### config.mk
export PLATFORM = sky130hd
export DESIGN_NAME = bpnn_delta_trainer_flat
export DESIGN_NICKNAME = d
export VERILOG_FILES = /design/src/rtl/bpnn_delta_trainer_if.sv /design/src/rtl/bpnn_delta_trainer.sv /design/src/flat_wrapper.sv
export SDC_FILE = /design/constraint.sdc
export NUM_CORES = 1
export LEC_CHECK = 0
export CAP_MARGIN = 20
export CELL_PAD_IN_SITES_DETAIL_PLACEMENT = 1
export CELL_PAD_IN_SITES_GLOBAL_PLACEMENT = 2
export CORE_UTILIZATION = 40
export CTS_BUF_LIST = sky130_fd_sc_hd__clkbuf_2 sky130_fd_sc_hd__clkbuf_4 sky130_fd_sc_hd__clkbuf_8
export DETAILED_ROUTE_END_ITERATION = 8
export HOLD_SLACK_MARGIN = 0.06
export PLACE_DENSITY = 0.84
export SYNTH_ARGS = -nofsm -noshare
export SYNTH_HDL_FRONTEND = slang
export SYNTH_SLANG_ARGS = --single-unit
### constraint.sdc
create_clock -name clk -period 7.8 [get_ports clk]
set_clock_uncertainty 0.05 [all_clocks]
set_input_delay 1.95 -clock clk [delete_from_list [all_inputs] [get_ports clk]]
set_output_delay 1.95 -clock clk [all_outputs]
set_load 0.01 [all_outputs]
### src/rtl/bpnn_delta_trainer_if.sv
// bpnn_delta_trainer_if: sample handshake, prediction result and weight readback bus of the perceptron trainer
//   master (sample source): drives in_valid, train, x, desired, w_addr
//   slave (trainer): drives in_ready, y, out_valid, err_count, w_rdata
interface bpnn_delta_trainer_if #(
    parameter int N_IN  = 4,
    parameter int N_OUT = 2,
    parameter int DW    = 9,
    parameter int WW    = 16
);
    localparam int NW   = N_OUT * (N_IN + 1);
    localparam int AWID = $clog2(NW);
    logic                         in_valid;
    logic                         in_ready;
    logic                         train;
    logic [N_IN*DW-1:0]           x;
    logic [N_OUT-1:0]             desired;
    logic [N_OUT-1:0]             y;
    logic                         out_valid;
    logic [$clog2(N_OUT+1)-1:0]   err_count;
    logic [AWID-1:0]              w_addr;
    logic [WW-1:0]                w_rdata;
    modport master (
        output in_valid, train, x, desired, w_addr,
        input  in_ready, y, out_valid, err_count, w_rdata
    );
    modport slave (
        input  in_valid, train, x, desired, w_addr,
        output in_ready, y, out_valid, err_count, w_rdata
    );
endinterface

### src/rtl/bpnn_delta_trainer.sv
// bpnn_delta_trainer: single-layer perceptron, one time-shared MAC, online delta-rule training
//   clk  : rising-edge clock
//   rst  : synchronous active-high reset (aborts any operation, reloads weights)
//   bus  : bpnn_delta_trainer_if.slave (sample handshake, y/err_count result, weight readback)
//   BPNN_WSAT_EN: when defined, weight/bias updates saturate; otherwise they wrap modulo 2^WW
module bpnn_delta_trainer #(
    parameter int N_IN     = 4,
    parameter int N_OUT    = 2,
    parameter int DW       = 9,
    parameter int WW       = 16,
    parameter int LR_SHIFT = 2,
    parameter int W_INIT   = 0
) (
    input logic clk,
    input logic rst,
    bpnn_delta_trainer_if.slave bus
);
    localparam int NW   = N_OUT * (N_IN + 1);
    localparam int AWID = $clog2(NW);
    localparam int IW   = $clog2(N_IN + 1);
    localparam int JW   = N_OUT > 1 ? $clog2(N_OUT) : 1;
    localparam int CW   = $clog2(N_OUT + 1);
    localparam int AW   = WW + DW + $clog2(N_IN + 2);
    localparam logic signed [DW-1:0] B = DW'(2 ** (DW - 2));

    typedef enum logic [1:0] {IDLE, MAC, UPD, DONE} state_t;

    state_t                 state, state_nxt;
    logic [IW-1:0]          i;
    logic [JW-1:0]          j;
    logic [AWID-1:0]        idx;
    logic [N_IN*DW-1:0]     xr;
    logic [N_OUT-1:0]       dr, yp, yp_nxt, yr;
    logic                   tr;
    logic [CW-1:0]          err_r;
    logic signed [AW-1:0]   acc, acc_nxt;
    logic signed [WW+DW-1:0] prod;
    logic signed [DW-1:0]   opnd;
    logic signed [DW:0]     opx, ex;
    logic signed [WW:0]     wsum;
    logic signed [WW-1:0]   wnew;
    logic signed [WW-1:0]   w [NW];
    logic                   bias_cyc, last, e_pos, e_neg;

    function automatic logic [CW-1:0] popcnt(input logic [N_OUT-1:0] v);
        return CW'($countones(v));
    endfunction

    // Slot N_IN of every neuron is its bias; it multiplies the constant B instead of an input.
    assign bias_cyc = i == IW'(N_IN);
    assign last     = bias_cyc && j == JW'(N_OUT - 1);
    assign idx      = AWID'(j) * AWID'(N_IN + 1) + AWID'(i);
    assign opnd     = bias_cyc ? B : $signed(xr[i*DW +: DW]);
    assign prod     = w[idx] * opnd;
    assign acc_nxt  = acc + AW'(prod);

    always_comb begin
        yp_nxt    = yp;
        yp_nxt[j] = ~acc_nxt[AW-1];
    end

    // e_j = desired_j - y_j reduces to a sign select on the operand; one extra bit holds -(-2^(DW-1)).
    assign e_pos = dr[j] & ~yp[j];
    assign e_neg = ~dr[j] & yp[j];
    assign opx   = opnd;
    assign ex    = e_pos ? opx : (e_neg ? -opx : '0);
    assign wsum  = (WW+1)'(w[idx]) + (WW+1)'(ex >>> LR_SHIFT);

`ifdef BPNN_WSAT_EN
    assign wnew = (wsum[WW] != wsum[WW-1]) ? (wsum[WW] ? {1'b1, {(WW-1){1'b0}}} : {1'b0, {(WW-1){1'b1}}})
                                           : wsum[WW-1:0];
`else
    assign wnew = wsum[WW-1:0];
`endif

    assign bus.y         = yr;
    assign bus.err_count = err_r;
    assign bus.w_rdata   = ({1'b0, bus.w_addr} < (AWID+1)'(NW)) ? w[bus.w_addr] : '0;

    always_ff @(posedge clk) state <= rst ? IDLE : state_nxt;

    always_comb begin
        state_nxt     = state;
        bus.in_ready  = 1'b0;
        bus.out_valid = 1'b0;
        unique case (state)
            IDLE: begin
                bus.in_ready = 1'b1;
                state_nxt    = bus.in_valid ? MAC : IDLE;
            end
            MAC:  state_nxt = last ? (tr ? UPD : DONE) : MAC;
            UPD:  state_nxt = last ? DONE : UPD;
            DONE: begin
                bus.out_valid = 1'b1;
                state_nxt     = IDLE;
            end
            default: state_nxt = IDLE;
        endcase
    end

    always_ff @(posedge clk) begin
        if (rst) begin
            i     <= '0;
            j     <= '0;
            acc   <= '0;
            xr    <= '0;
            dr    <= '0;
            tr    <= 1'b0;
            yp    <= '0;
            yr    <= '0;
            err_r <= '0;
            for (int k = 0; k < NW; k++) w[k] <= (k % (N_IN + 1) == N_IN) ? '0 : WW'(W_INIT);
        end else begin
            if (state == IDLE && bus.in_valid) begin
                xr  <= bus.x;
                dr  <= bus.desired;
                tr  <= bus.train;
                i   <= '0;
                j   <= '0;
                acc <= '0;
            end
            if (state == MAC || state == UPD) begin
                i <= bias_cyc ? '0 : i + 1'b1;
                j <= last ? '0 : (bias_cyc ? j + 1'b1 : j);
            end
            if (state == MAC) begin
                acc <= bias_cyc ? '0 : acc_nxt;
                if (bias_cyc) yp <= yp_nxt;
                if (last && !tr) begin
                    yr    <= yp_nxt;
                    err_r <= popcnt(yp_nxt ^ dr);
                end
            end
            if (state == UPD) begin
                w[idx] <= wnew;
                if (last) begin
                    yr    <= yp;
                    err_r <= popcnt(yp ^ dr);
                end
            end
        end
    end
endmodule

### src/flat_wrapper.sv
// flat-port wrapper written by rule: the top's interface ports become plain ports
module bpnn_delta_trainer_flat 
#(
    parameter int N_IN     = 4,
    parameter int N_OUT    = 2,
    parameter int DW       = 9,
    parameter int WW       = 16,
    parameter int LR_SHIFT = 2,
    parameter int W_INIT   = 0
)
  (clk, rst, bus_in_valid, bus_train, bus_x, bus_desired, bus_w_addr, bus_in_ready, bus_y, bus_out_valid, bus_err_count, bus_w_rdata);
  bpnn_delta_trainer_if #(.N_IN(N_IN), .N_OUT(N_OUT), .DW(DW), .WW(WW)) bus_i ();
  input logic clk;
  input logic rst;
  input wire logic [$bits(bus_i.in_valid)-1:0] bus_in_valid;
  input wire logic [$bits(bus_i.train)-1:0] bus_train;
  input wire logic [$bits(bus_i.x)-1:0] bus_x;
  input wire logic [$bits(bus_i.desired)-1:0] bus_desired;
  input wire logic [$bits(bus_i.w_addr)-1:0] bus_w_addr;
  output wire logic [$bits(bus_i.in_ready)-1:0] bus_in_ready;
  output wire logic [$bits(bus_i.y)-1:0] bus_y;
  output wire logic [$bits(bus_i.out_valid)-1:0] bus_out_valid;
  output wire logic [$bits(bus_i.err_count)-1:0] bus_err_count;
  output wire logic [$bits(bus_i.w_rdata)-1:0] bus_w_rdata;
  assign bus_i.in_valid = bus_in_valid;
  assign bus_i.train = bus_train;
  assign bus_i.x = bus_x;
  assign bus_i.desired = bus_desired;
  assign bus_i.w_addr = bus_w_addr;
  assign bus_in_ready = bus_i.in_ready;
  assign bus_y = bus_i.y;
  assign bus_out_valid = bus_i.out_valid;
  assign bus_err_count = bus_i.err_count;
  assign bus_w_rdata = bus_i.w_rdata;
  bpnn_delta_trainer #(.N_IN(N_IN), .N_OUT(N_OUT), .DW(DW), .WW(WW), .LR_SHIFT(LR_SHIFT), .W_INIT(W_INIT)) u_core (.clk(clk), .rst(rst), .bus(bus_i));
endmodule
==> out/metrics.yaml <==
status: "finished, final reports clean"
maxCapViolCount: 0
grt_pass1_wl_um: 102600
ys_seq_elements: 335
diodes: 0
synth_top_flop_cell: "edfxtp_1"
avgSynthCellArea_um2: 11.33
synthCells: 1951
cpMostUsedCell: "fa_1"
hold_buffers: 0
setup_violations: 0
clock_path_buffers: 3
report.power.total_mw: 5.096
finalHoldViolCount: 0
wire_per_inst_um: 23.39
drv_slew: 0
num_vias: 16022
tns_ps: 0
mostFrequentLayoutCell: "edfxtp_1"
timing.rr.end: "u_core.bus.err_count[0]$_SDFF_PP0_"
slowest_stage: "mux4_2"
rsz0062_at_grt: "true"
wl_um: 67370
reg2reg_from: "u_core.j$_SDFFE_PP0P_"
die_y_um: 237.1
nFillCells: 5811
cp_max_fo: 9
cp-end-kind: "register"
start_kind: "register"
reg2reg_slack_ps: 210
ios: 68
crit_arrival_ps: 8110
grt_max_degree: 65
avgViaCountPerCell: 5.561
clk_latency_ps: 690
hold_ws_ps: 406.6
io_buffers: 67
antenna_found_initial: 0
finalWeightedCongestion: 0.8703
cts_root_buffer: "clkbuf_8"
syn-num-nets: 2241
cts.htree.levels: 2
crit_end: "u_core.bus.err_count[0]$_SDFF_PP0_"
ys_warn_count: 0
post-synth-top-area-cell: "edfxtp_1"
ys_seq_area_share_pct: 41.92
detail-route-antenna-nets: 0
r2r_cells: 28
final_util_pct: 48.50
dieArea_mm2: 0.05622
drc: 0
nets: 2429
grt.overflow.total: 0
cts_tree: "built"
numClockSinks: 335
cp.required_ps: 8320
synth_cell_types: 59
hold_path.class: "reg -> reg"
final_cell_mix: "edfxtp_1, nand2_1, nor2_1, inv_1, buf_4"
core_area_mm2: 0.05424
crit_start: "u_core.j$_SDFFE_PP0P_"
cp_slowest_stage_delay_ps: 620
grt_pass1_vias: 17428
drtIter0Drc: 1139
hpwl_um: 49720
die_w_um: 237.1
synth_edf_count: 256
synthTopCellsByArea: "edfxtp_1, fa_1, mux4_2"
drive_above_1_share_pct: 21.19
vdd_drop_max_v: 0.0001326
period_share_pct: 97.26
drt_first_pass_iters: 5
start_util_pct: 40.77
relSlewSlack_pct: 30.43
min_period_ps: 7586
synthArstFlopShare_pct: 0
grtUsageTotal_pct: 23.89
num_rows: 85
critPathKind: "reg -> reg"
power_density_mw_per_mm2: 193.7
path_clk_slew_ps: 70
leakage_nw: 10.60
numCtsBuffers: 56
max_freq_ghz: 0.1318
synth_top_area_share_pct: 34.77
area_growth_pct: 18.97
syn_area_mm2: 0.02211
tightest_slew_ps: 1040
[worst min path at each step]
stage | startpoint | to | depth (start not counted)
global placement | u_core.xr[3]$_SDFFE_PP0P_ | u_core.xr[3]$_SDFFE_PP0P_ | 2
detailed placement | u_core.xr[4]$_SDFFE_PP0P_ | u_core.xr[4]$_SDFFE_PP0P_ | 2
global route | u_core.xr[4]$_SDFFE_PP0P_ | u_core.xr[4]$_SDFFE_PP0P_ | 2
finish | u_core.xr[4]$_SDFFE_PP0P_ | u_core.xr[4]$_SDFFE_PP0P_ | 2
CTS | u_core.xr[4]$_SDFFE_PP0P_ | u_core.xr[4]$_SDFFE_PP0P_ | 2
floorplan | u_core.acc[12]$_SDFFE_PP0P_ | u_core.acc[12]$_SDFFE_PP0P_ | 2
[synth_stat cells, types with 4 or more instances]
library cell,number
nor3b_1,7
a31oi_1,5
nand3_1,8
a22oi_1,24
a311oi_1,6
dfxtp_1,79
or2_2,4
edfxtp_1,256
buf_2,10
and2_1,34
nor3_1,16
clkbuf_1,91
mux2i_1,7
nor2_1,232
o21ai_0,59
inv_1,223
nand2_1,254
nor2b_1,26
nand4_1,4
mux4_2,115
o21bai_1,5
ha_1,95
o31ai_1,5
buf_1,12
and3_1,5
fa_1,149
nand2b_1,10
a211oi_1,5
a22o_1,4
xnor2_1,24
a21o_1,17
a21oi_1,82
mux2_2,19
xor2_1,18
[power breakdown]
group / internal (mW) / leakage (nW) / total (mW) / switching [mW]
clock network: 0.819 / 0.582 / 1.61 / 0.787
logic: 0.680 / 6.97 / 1.48 / 0.800
registers: 1.97 / 3.04 / 2.01 / 0.0439
[sequential cells by signal, indices dropped and copies added (netlist names), named ones only]
name                  flops
u_core.tr                 1
u_core.dr                 2
u_core.i                  3
u_core.bus.y              2
u_core.acc               28
u_core.state              1
u_core.j                  1
u_core.bus.err_count      2
u_core.w                256
u_core.yp                 2
u_core.xr                36
[critical path, delay by kind of cell, from the launching register on]
family / cells / cell delay (ps)
adders and majority gates: 8 / 3380
muxes: 2 / 1200
AOI/OAI and AO/OA: 6 / 1050
buffers and inverters: 6 / 670
and+or+nand+nor: 5 / 640
DFF: 1 / 360
xor gates and xnor gates: 1 / 140
[routing by layer]
metal	GRT usage (%)	vias up	share of wire (%)
met5	0	-	0
met4	6.510	0	2.5
met3	3.299	117	5.2
met2	41.51	506	50
met1	31.28	8321	42
li1	-	7078	-
[cell type report]
cell class	count	area (µm²)	area share, %
timing repair buffer	241	2235	8.495
tap	696	870.8	3.311
clock inverter	40	280.3	1.065
multi-input combinational	1281	11980	45.52
sequential	335	9273	35.25
inverter	224	840.8	3.196
clock buffer	64	830.8	3.158
[what timing repair did]
item | 4_1_cts | 5_1_grt
resized for setup | 12 | 64
pin swaps | 3 | 17
setup endpoints to repair | 2 | 2
buffers inserted | 9 | 29
cloned | 1 | 4
[cells by family (layout without fill, tap and decap cells)]
logic type,count (synthesis),after routing,share of synthesized area [%]
simple gates,610,610,11.73
buf+inv,338,569,5.811
xor+xnor,44,44,1.811
fa+ha+maj,244,244,18.87
mux,144,147,13.35
flops,335,335,41.92
compound gates,236,236,6.508
[through the flow]
step                      instances  setup WS, ps  instance area, µm²
after floorplan                1951         15.51               22120
after global placement         2733        -49.45               24360
after detailed placement       2734        -281.8               24370
after CTS                      2848         1.096               25670
after global routing           2881        -50.32               26310
final                          2881         213.6               26310
No activity file was read; power rests on OpenSTA's default activity.
